===== src/rtl/seg_scan_display.sv =====
// seg_scan_display
//   Consumes the 21-bit one-hot rotating position from the LED timer stage,
//   decodes it to an index 0..20, counts completed rotations in BCD and
//   drives an 8-digit active-low multiplexed 7-segment display.
//     digits 1:0 : index in decimal (dash while the position is not one-hot)
//     digits 3:2 : always blank
//     digits 7:4 : rotation count, 4 BCD digits
//   Optional build macro SEG_ZERO_BLANK_EN: blank leading zeros (digit 1 when
//   tens is 0, digits 7..5 while they and all higher wrap digits are 0;
//   digit 4 always shown). Undefined: all numeric digits always shown.
// Ports
//   clk     : system clock, rising edge
//   rst     : synchronous active-high reset
//   pos_in  : one-hot position, bit k means index k
//   led_en  : digit enables, active-low, bit n drives digit n
//   seg     : segments, active-low, {dp,g,f,e,d,c,b,a}
//   pos_err : high while the sampled position is not exactly one-hot
module seg_scan_display #(
  parameter int SCAN_DIV    = 100000,
  parameter int WRAP_DIGITS = 4
) (
  input  logic        clk,
  input  logic        rst,
  input  logic [20:0] pos_in,
  output logic [7:0]  led_en,
  output logic [7:0]  seg,
  output logic        pos_err
);

  localparam int CW = (SCAN_DIV > 2) ? $clog2(SCAN_DIV) : 1;
  localparam int WW = 4 * WRAP_DIGITS;
`ifdef SEG_ZERO_BLANK_EN
  localparam bit ZERO_BLANK = 1'b1;
`else
  localparam bit ZERO_BLANK = 1'b0;
`endif

  localparam logic [7:0] GLYPH_BLANK = 8'hFF;
  localparam logic [7:0] GLYPH_DASH  = 8'hBF;

  logic [20:0]   pos_q, pos_d;
  logic [4:0]    idx;
  logic [WW-1:0] wrap_bcd;
  logic [CW-1:0] scan_cnt;
  logic [2:0]    digit_sel;

  function automatic logic [7:0] glyph(input logic [3:0] v);
    case (v)
      4'd0:    return 8'hC0;
      4'd1:    return 8'hF9;
      4'd2:    return 8'hA4;
      4'd3:    return 8'hB0;
      4'd4:    return 8'h99;
      4'd5:    return 8'h92;
      4'd6:    return 8'h82;
      4'd7:    return 8'hF8;
      4'd8:    return 8'h80;
      4'd9:    return 8'h90;
      default: return GLYPH_BLANK;
    endcase
  endfunction

  function automatic logic [4:0] onehot_idx(input logic [20:0] v);
    logic [4:0] r;
    r = '0;
    for (int k = 0; k < 21; k++)
      if (v[k]) r = 5'(k);
    return r;
  endfunction

  // Decimal increment; the carry out of the top digit is dropped (9999 -> 0000).
  function automatic logic [WW-1:0] bcd_inc(input logic [WW-1:0] v);
    logic [WW-1:0] r;
    logic          c;
    r = v;
    c = 1'b1;
    for (int k = 0; k < WRAP_DIGITS; k++) begin
      if (c) begin
        if (r[4*k +: 4] == 4'd9) begin
          r[4*k +: 4] = 4'd0;
        end else begin
          r[4*k +: 4] = r[4*k +: 4] + 4'd1;
          c = 1'b0;
        end
      end
    end
    return r;
  endfunction

  logic       pos_valid;
  logic       wrap_hit;
  logic       scan_tc;
  logic [2:0] sel_n;
  logic [3:0] tens, ones;
  logic [3:0] wrap_digit;
  logic       wrap_lead_zero;
  logic [7:0] glyph_n;

  assign pos_valid = ($countones(pos_q) == 1);
  // pos_q valid with bit 0 set means pos_q is exactly bit 0.
  assign wrap_hit  = pos_d[20] && pos_q[0] && pos_valid;
  assign scan_tc   = (scan_cnt == CW'(SCAN_DIV - 1));
  assign sel_n     = digit_sel + 3'd1;

  always_comb begin
    tens = 4'd0;
    ones = 4'(idx);
    if (idx >= 5'd20) begin
      tens = 4'd2;
      ones = 4'(idx - 5'd20);
    end else if (idx >= 5'd10) begin
      tens = 4'd1;
      ones = 4'(idx - 5'd10);
    end
  end

  // Digits 7:4 map to wrap digits 3:0 through the low two bits of sel_n.
  // A wrap digit is a leading zero when it and every higher digit are 0.
  assign wrap_digit     = wrap_bcd[{sel_n[1:0], 2'b00} +: 4];
  assign wrap_lead_zero = ((wrap_bcd >> {sel_n[1:0], 2'b00}) == '0);

  always_comb begin
    glyph_n = GLYPH_BLANK;
    case (sel_n)
      3'd0: glyph_n = pos_err ? GLYPH_DASH : glyph(ones);
      3'd1: begin
        if (pos_err)                         glyph_n = GLYPH_DASH;
        else if (ZERO_BLANK && tens == 4'd0) glyph_n = GLYPH_BLANK;
        else                                 glyph_n = glyph(tens);
      end
      3'd2, 3'd3: glyph_n = GLYPH_BLANK;
      3'd4: glyph_n = glyph(wrap_digit);
      default: begin
        if (ZERO_BLANK && wrap_lead_zero) glyph_n = GLYPH_BLANK;
        else                              glyph_n = glyph(wrap_digit);
      end
    endcase
  end

  // Position pipeline, index decode and rotation counter.
  always_ff @(posedge clk) begin
    if (rst) begin
      pos_q    <= 21'h000001;
      pos_d    <= 21'h000001;
      idx      <= 5'd0;
      pos_err  <= 1'b0;
      wrap_bcd <= '0;
    end else begin
      pos_q   <= pos_in;
      pos_d   <= pos_q;
      pos_err <= !pos_valid;
      if (pos_valid) idx <= onehot_idx(pos_q);
      if (wrap_hit)  wrap_bcd <= bcd_inc(wrap_bcd);
    end
  end

  // Scan: led_en and seg reload together on the terminal count so they
  // never change on different edges.
  always_ff @(posedge clk) begin
    if (rst) begin
      scan_cnt  <= '0;
      digit_sel <= 3'd0;
      led_en    <= 8'hFF;
      seg       <= 8'hFF;
    end else if (scan_tc) begin
      scan_cnt  <= '0;
      digit_sel <= sel_n;
      led_en    <= ~(8'h01 << sel_n);
      seg       <= glyph_n;
    end else begin
      scan_cnt  <= scan_cnt + CW'(1);
    end
  end

endmodule


===== config.mk =====
export PLATFORM = sky130hd
export DESIGN_NAME = seg_scan_display
export DESIGN_NICKNAME = d
export VERILOG_FILES = /design/src/rtl/seg_scan_display.sv
export SDC_FILE = /design/constraint.sdc
export NUM_CORES = 1
export LEC_CHECK = 0
export CORE_MARGIN = 5
export CORE_UTILIZATION = 63
export CTS_BUF_LIST = sky130_fd_sc_hd__clkbuf_4 sky130_fd_sc_hd__clkbuf_8 sky130_fd_sc_hd__clkbuf_16
export DETAILED_ROUTE_END_ITERATION = 8
export HOLD_SLACK_MARGIN = 0.06
export PLACE_DENSITY = 0.86
export SYNTH_ARGS = -nofsm -noshare
export SYNTH_HDL_FRONTEND = slang
export SYNTH_SLANG_ARGS = --single-unit

===== constraint.sdc =====
create_clock -name clk -period 15.68 [get_ports clk]
set_clock_uncertainty 0.15 [all_clocks]
set_input_delay 3.136 -clock clk [delete_from_list [all_inputs] [get_ports clk]]
set_output_delay 3.136 -clock clk [all_outputs]
set_load 0.02 [all_outputs]

### Yosys cells after proc, flatten, opt, wreduce, memory -nomap -nowiden

Memories as Yosys holds them, arrays and structs flattened.
Index checks and enable logic that the tools add are counted.
W data, S select, Z words.

| word-level totals | value |
|---|---|
| ROM bits | 448 |
| input port bits | 23 |
| register bits | 100 |
| word-level logic and storage cells | 110 |
| memories | 4 |

| cells by class | value |
|---|---|
| mux-type cells | 42 |
| reduce and logical (&&, ||, !) cells | 9 |
| add/subtract/negate cells | 28 |
| equal/unequal tests | 10 |
| bitwise gates (word level) | 1 |
| shift operators | 2 |
| magnitude comparators | 2 |

Memories:

| memory | words | bits a word | read ports | clocked after Yosys merged registers in | wr ports | line | source |
|---|---|---|---|---|---|---|---|
| (no name shown) | 16 | 7 | 1 | 0 | 0 | 48 | `case (v)` |
| (no name shown) | 16 | 7 | 1 | 0 | 0 | 48 |  |
| (no name shown) | 16 | 7 | 1 | 0 | 0 | 48 |  |
| (no name shown) | 16 | 7 | 1 | 0 | 0 | 48 |  |

Operators by type and width:

| operator | number |
|---|---|
| $mux W5 | 19 |
| $pmux W8 S4 | 1 |
| $mux W4 | 6 |
| $add A1 B1 Y2 | 10 |
| $add A17 B1 Y17 const B | 1 |
| $eq A17 B17 Y1 const B | 1 |
| $add A4 B1 Y4 const B | 4 |
| $eq A4 B4 Y1 const B | 4 |
| $mux W8 | 2 |
| $shiftx A16 B5 Y4 | 1 |
| $add A2 B2 Y3 | 5 |
| $mux W1 | 13 |
| $add A3 B3 Y4 | 2 |
| $not A8 Y8 | 1 |
| $shl A1 B3 Y8 const A | 1 |
| $add A5 B4 Y6 | 1 |
| $eq A3 B2 Y1 const B | 2 |
| $eq A6 B1 Y1 const B | 1 |
| $reduce_and A2 Y1 | 3 |
| $add A4 B4 Y5 | 1 |
| $ge A5 B4 Y1 const B | 1 |
| $ge A5 B5 Y1 const B | 1 |
| $add A3 B1 Y4 | 1 |
| $reduce_or A2 Y1 | 2 |
| other kinds (9) | 10 |

### Depth between registers and ports, before layout

| depth | value |
|---|---|
| depth in word-level cells | 20 |
| depth in mapped cells | 18 |
| gate-level depth less buffers | 17 |

### Worst setup path after synthesis

Ideal clock, no wire load.

| timing | value |
|---|---|
| path type | reg-to-reg |
| start point | register pos_q[5] |
| end point | register wrap_bcd[13] |
| library setup time | 0.066 ns |
| period minus slack after synthesis | 5.285 ns |
| stages on the path, launching flop included | 17 |
| path slack | 10.395 ns |
| arrival | 5.069 ns |
| data required time | 15.464 ns |
| cell sequence | dfxtp_1 inv_1 fa_1 inv_1 fa_1 fa_1 fa_1 inv_1 fa_1 inv_1 fa_1 fa_1 nor2_1 o2111ai_1 or4_4 or3_1 a21oi_2 |

| between the ends | value |
|---|---|
| longest elaborated chain between the ends | 8 |

RTL lines:

| what | line | source |
|---|---|---|
| start: declaration | 41 | `logic [20:0] pos_q, pos_d;` |
| start signal: assignment | 149 | `pos_q <= pos_in;` |
| $add A1 B1 Y2 (implied by the code) | 99 | `assign pos_valid = ($countones(pos_q) == 1);` |
| $add A2 B2 Y3 (implied by the code) | 99 |  |
| $add A3 B3 Y4 (implied by the code) | 99 |  |
| $add A4 B4 Y5 (implied by the code) | 99 |  |
| $add A5 B4 Y6 (implied by the code) | 99 |  |
| $eq A6 B1 Y1 | 99 |  |
| $logic_and A1 B1 Y1 | 101 | `assign wrap_hit = pos_d[20] && pos_q[0] && pos_valid;` |
| $reduce_and A2 Y1 (no source line) | n/a |  |
| end signal: assignment | 153 | `if (wrap_hit) wrap_bcd <= bcd_inc(wrap_bcd);` |
| end: declaration | 43 | `logic [WW-1:0] wrap_bcd;` |

Every way passes these cells.
A chain may end at the register's enable or synchronous reset.

### Worst setup path in the final report

Ends and elaborated chain as after synthesis.

==> impl_metrics.py <==
metrics = {
    "critical_path": {
        "path_max_fanout": 13,
        "path_class": "flip-flop to flip-flop",
        "setup.worst_path.end_class": "flip-flop",
        "worstSetupStartpointType": "flip-flop",
        "cp.arrival_ns": 5.87,
        "cp.required_ns": 15.82,
        "worstReg2RegEnd": "wrap_bcd[13]$_SDFFE_PP0P_",
        "timing.rr.start": "pos_q[5]$_SDFF_PP0_",
        "critPathLaunch": "pos_q[5]$_SDFF_PP0_",
        "r2r_cells": 17,
        "r2r_setup_slack_ns": 9.95,
    },
    "logic_synthesis": {
        "yosysWarnings": 0,
        "syn-instance-count": 533,
        "synth_seq_cells": 79,
        "synthMuxAreaShare_pct": 3.09,
        "syn_nets": 596,
        "synth-simple-area-share_pct": 24.4,
        "synth_common_cells": "dfxtp_1, nor2_1, inv_1",
        "ys_types": 70,
        "synth_area_leaders": "dfxtp_1, ha_1, fa_1",
        "yosysSeqAreaShare_pct": 34.0,
        "syn_avg_cell_area_um2": 8.73,
        "synth_top_family_by_area": "simple AND/OR/NAND/NOR gates",
        "synth_flop_cell": "dfxtp_1",
        "synth_fa_ha_area_share_pct": 13.2,
        "synth_edf_count": 0,
        "synth_top_area_share_pct": 34.0,
        "synth-xor-area-share_pct": 4.87,
        "syn_area_um2": 4650,
        "synth_compound_area_share_pct": 14.8,
        "synth.most_common_cell": "dfxtp_1",
        "async_reset_ff_share_pct": 0,
        "synth_top_cell_by_area": "dfxtp_1",
    },
    "drt": {
        "drt_iter0_drc": 187,
        "drt_wl_total_mm": 10.3,
        "route.antenna.remaining_nets": 0,
        "wl_met3_um": 589,
        "highest_layer": "met4",
        "vias": 3910,
        "drc_errors": 0,
        "wl_met1_mm": 4.32,
        "wl_per_cell_um": 15.3,
        "vias_per_cell": 5.84,
        "drt_pass1_iterations": 7,
        "met2WireLength_mm": 5.12,
    },
    "finish": {
        "finalNetCount": 628,
        "area_growth_pct": 13.2,
        "drive_above_1_share_pct": 8.25,
        "n_antenna_cell": 0,
    },
    "place": {
        "dp_hpwl_mm": 7.76,
        "gp_congestion": 0.919,
        "io_buffers": 38,
    },
    "clock_network": {
        "h-tree-depth": 3,
        "numCtsBuffers": 9,
        "cts_tree": "built",
        "clock_latency_ns": 0.36,
        "root_buffer": "clkbuf_8",
        "cts_buffer_depth": 2,
        "cts_resized": 0,
        "cts_hold_repair.buffers": 0,
        "clock_sinks": 79,
        "cts_post_setup_buffers_inserted": 0,
        "path_clk_slew_ns": 0.09,
    },
    "power": {
        "leakage_nw": 1.99,
        "p_total_mw": 0.565,
        "power_density_nw_per_um2": 107,
        "vdd_ir_drop_max_mv": 0.0727,
    },
    "floorplanning": {
        "dieArea_um2": 9210,
        "core_area_um2": 7210,
        "num_rows": 31,
        "fp.dieW_um": 96.0,
        "die_h_um": 96.0,
        "io_pins": 40,
        "initial_core_util_pct": 64.5,
    },
    "sta": {
        "fin_crit_ns": 5.73,
        "tightestPinTransition_ns": 0.660,
        "slew_violations": 0,
        "fin_tns_setup_ns": 0,
        "relSlewSlack_pct": 56.0,
        "hold_viol_final": 0,
        "period_share_pct": 36.6,
        "max_clock_freq_ghz": 0.174,
        "setup_viol": 0,
        "rsz0062_at_grt": "no",
    },
    "global_route": {
        "antenna_found_initial": 0,
        "grt_first_pass_wirelength_mm": 17.4,
        "gr-usage-all-layers_pct": 24.1,
        "grt.overflow.total": 0,
        "grt_max_degree": 72,
        "grt_pass1_vias": 3801,
    },
    "run_status": {
        "status": "finished clean",
    },
    "worst_hold_path": {
        "worst_hold_path.num_cells": 1,
        "hp-class": "flip-flop to flip-flop",
        "hold_path_end": "led_en[0]$_SDFFE_PP1P_",
        "worstHoldStart": "led_en[0]$_SDFFE_PP1P_",
    },
    "job": {
        "drv_cap": 0,
    },
}
==> area by class of cell <==
type,instances,area (µm²)
clock inverters,7,78.8
fillers,539,1940
multi-input cells,393,2810
well taps,99,124
repair buffers,40,390
flip-flops and latches,79,1580
clock buffers,9,124
inverters,42,158
==> cells by family (layout without fill, tap and decap cells) <==
| kind of cell | Yosys count | count (layout) |
|---|---|---|
| fa+ha+maj | 40 | 40 |
| simple gates | 210 | 210 |
| mux | 9 | 9 |
| flops | 79 | 79 |
| xor+xnor | 25 | 25 |
| buf+inv | 61 | 98 |
| other cells | 1 | 1 |
| compound gates | 108 | 108 |
==> cells in the final DEF, fill, tap and decap left out, drive strengths merged, types with 3 or more instances in the layout <==
| cell | instances |
|---|---|
| buf | 3 |
| dfxtp | 79 |
| a211oi | 7 |
| nor2b | 27 |
| clkbuf | 9 |
| mux4 | 4 |
| nor4b | 3 |
| nor4 | 5 |
| inv | 45 |
| nand2 | 32 |
| a2111oi | 7 |
| nand4 | 5 |
| ha | 25 |
| and2b | 5 |
| nand3b | 3 |
| xor2 | 19 |
| o31ai | 4 |
| and2 | 4 |
| nand3 | 21 |
| xnor2 | 6 |
| mux2i | 4 |
| a211o | 3 |
| nor3 | 8 |
| or3 | 7 |
| or2 | 3 |
| clkdlybuf4s50 | 37 |
| nor2 | 65 |
| nor3b | 4 |
| fa | 15 |
| a21oi | 34 |
| o21ai | 29 |
| nand2b | 11 |
==> per-layer routing <==
layer / track usage, % / up-vias
li1: - / 1896
met1: 29.7 / 1846
met2: 41.3 / 144
met3: 4.85 / 24
met4: 9.60 / 0
met5: 0 / -
==> flip-flops by register name (all words and copies together), names as in the netlist <==
signal     count
seg            7
wrap_bcd      16
scan_cnt      17
pos_err        1
pos_d          1
idx            5
digit_sel      3
pos_q         21
led_en         8
==> where the power goes <==
group | internal, mW | switching (mW)
clock | 0.0754 | 0.0809
sequential | 0.210 | 0.0155
combinational | 0.0725 | 0.111
total | 0.358 | 0.207
==> worst max-delay path: stages (launching register included) <==
cell and delay, ns:
dfxtp_1 0.38, inv_1 0.09, fa_1 0.55, inv_1 0.05, fa_1 0.48, fa_1 0.51
fa_1 0.51, inv_1 0.05, fa_1 0.47, inv_1 0.05, fa_1 0.41, fa_1 0.44
nor2_1 0.15, o2111ai_1 0.12, buf_4 0.20, or4_4 0.55, or3_1 0.38, a21oi_2 0.14
==> how the worst max path moves through the flow <==
| stage | end | slack (ns) | cells after the start |
|---|---|---|---|
| final | wrap_bcd[13]$_SDFFE_PP0P_ | 9.95 | 17 |
| after global routing | wrap_bcd[13]$_SDFFE_PP0P_ | 9.70 | 17 |
| after CTS | wrap_bcd[13]$_SDFFE_PP0P_ | 9.92 | 17 |
| after detailed placement | wrap_bcd[13]$_SDFFE_PP0P_ | 9.96 | 17 |
| after global placement | wrap_bcd[13]$_SDFFE_PP0P_ | 10.20 | 17 |
| after floorplan | wrap_bcd[13]$_SDFFE_PP0P_ | 10.39 | 16 |
==> metrics by stage <==
step                util [%]  std cells  hold slack, ns  setup WS [ns]  area (µm²)
detailed placement      70.2        653           0.306           9.96        5070
global placement        70.2        653           0.293          10.20        5070
floorplan                  -        533           0.291          10.39        4650
CTS                     73.0        669           0.323           9.92        5270
global route            73.0        669           0.353           9.70        5270
finish                  73.0        669           0.323           9.95        5270
Note: power is estimated with default switching activity, not from simulation.
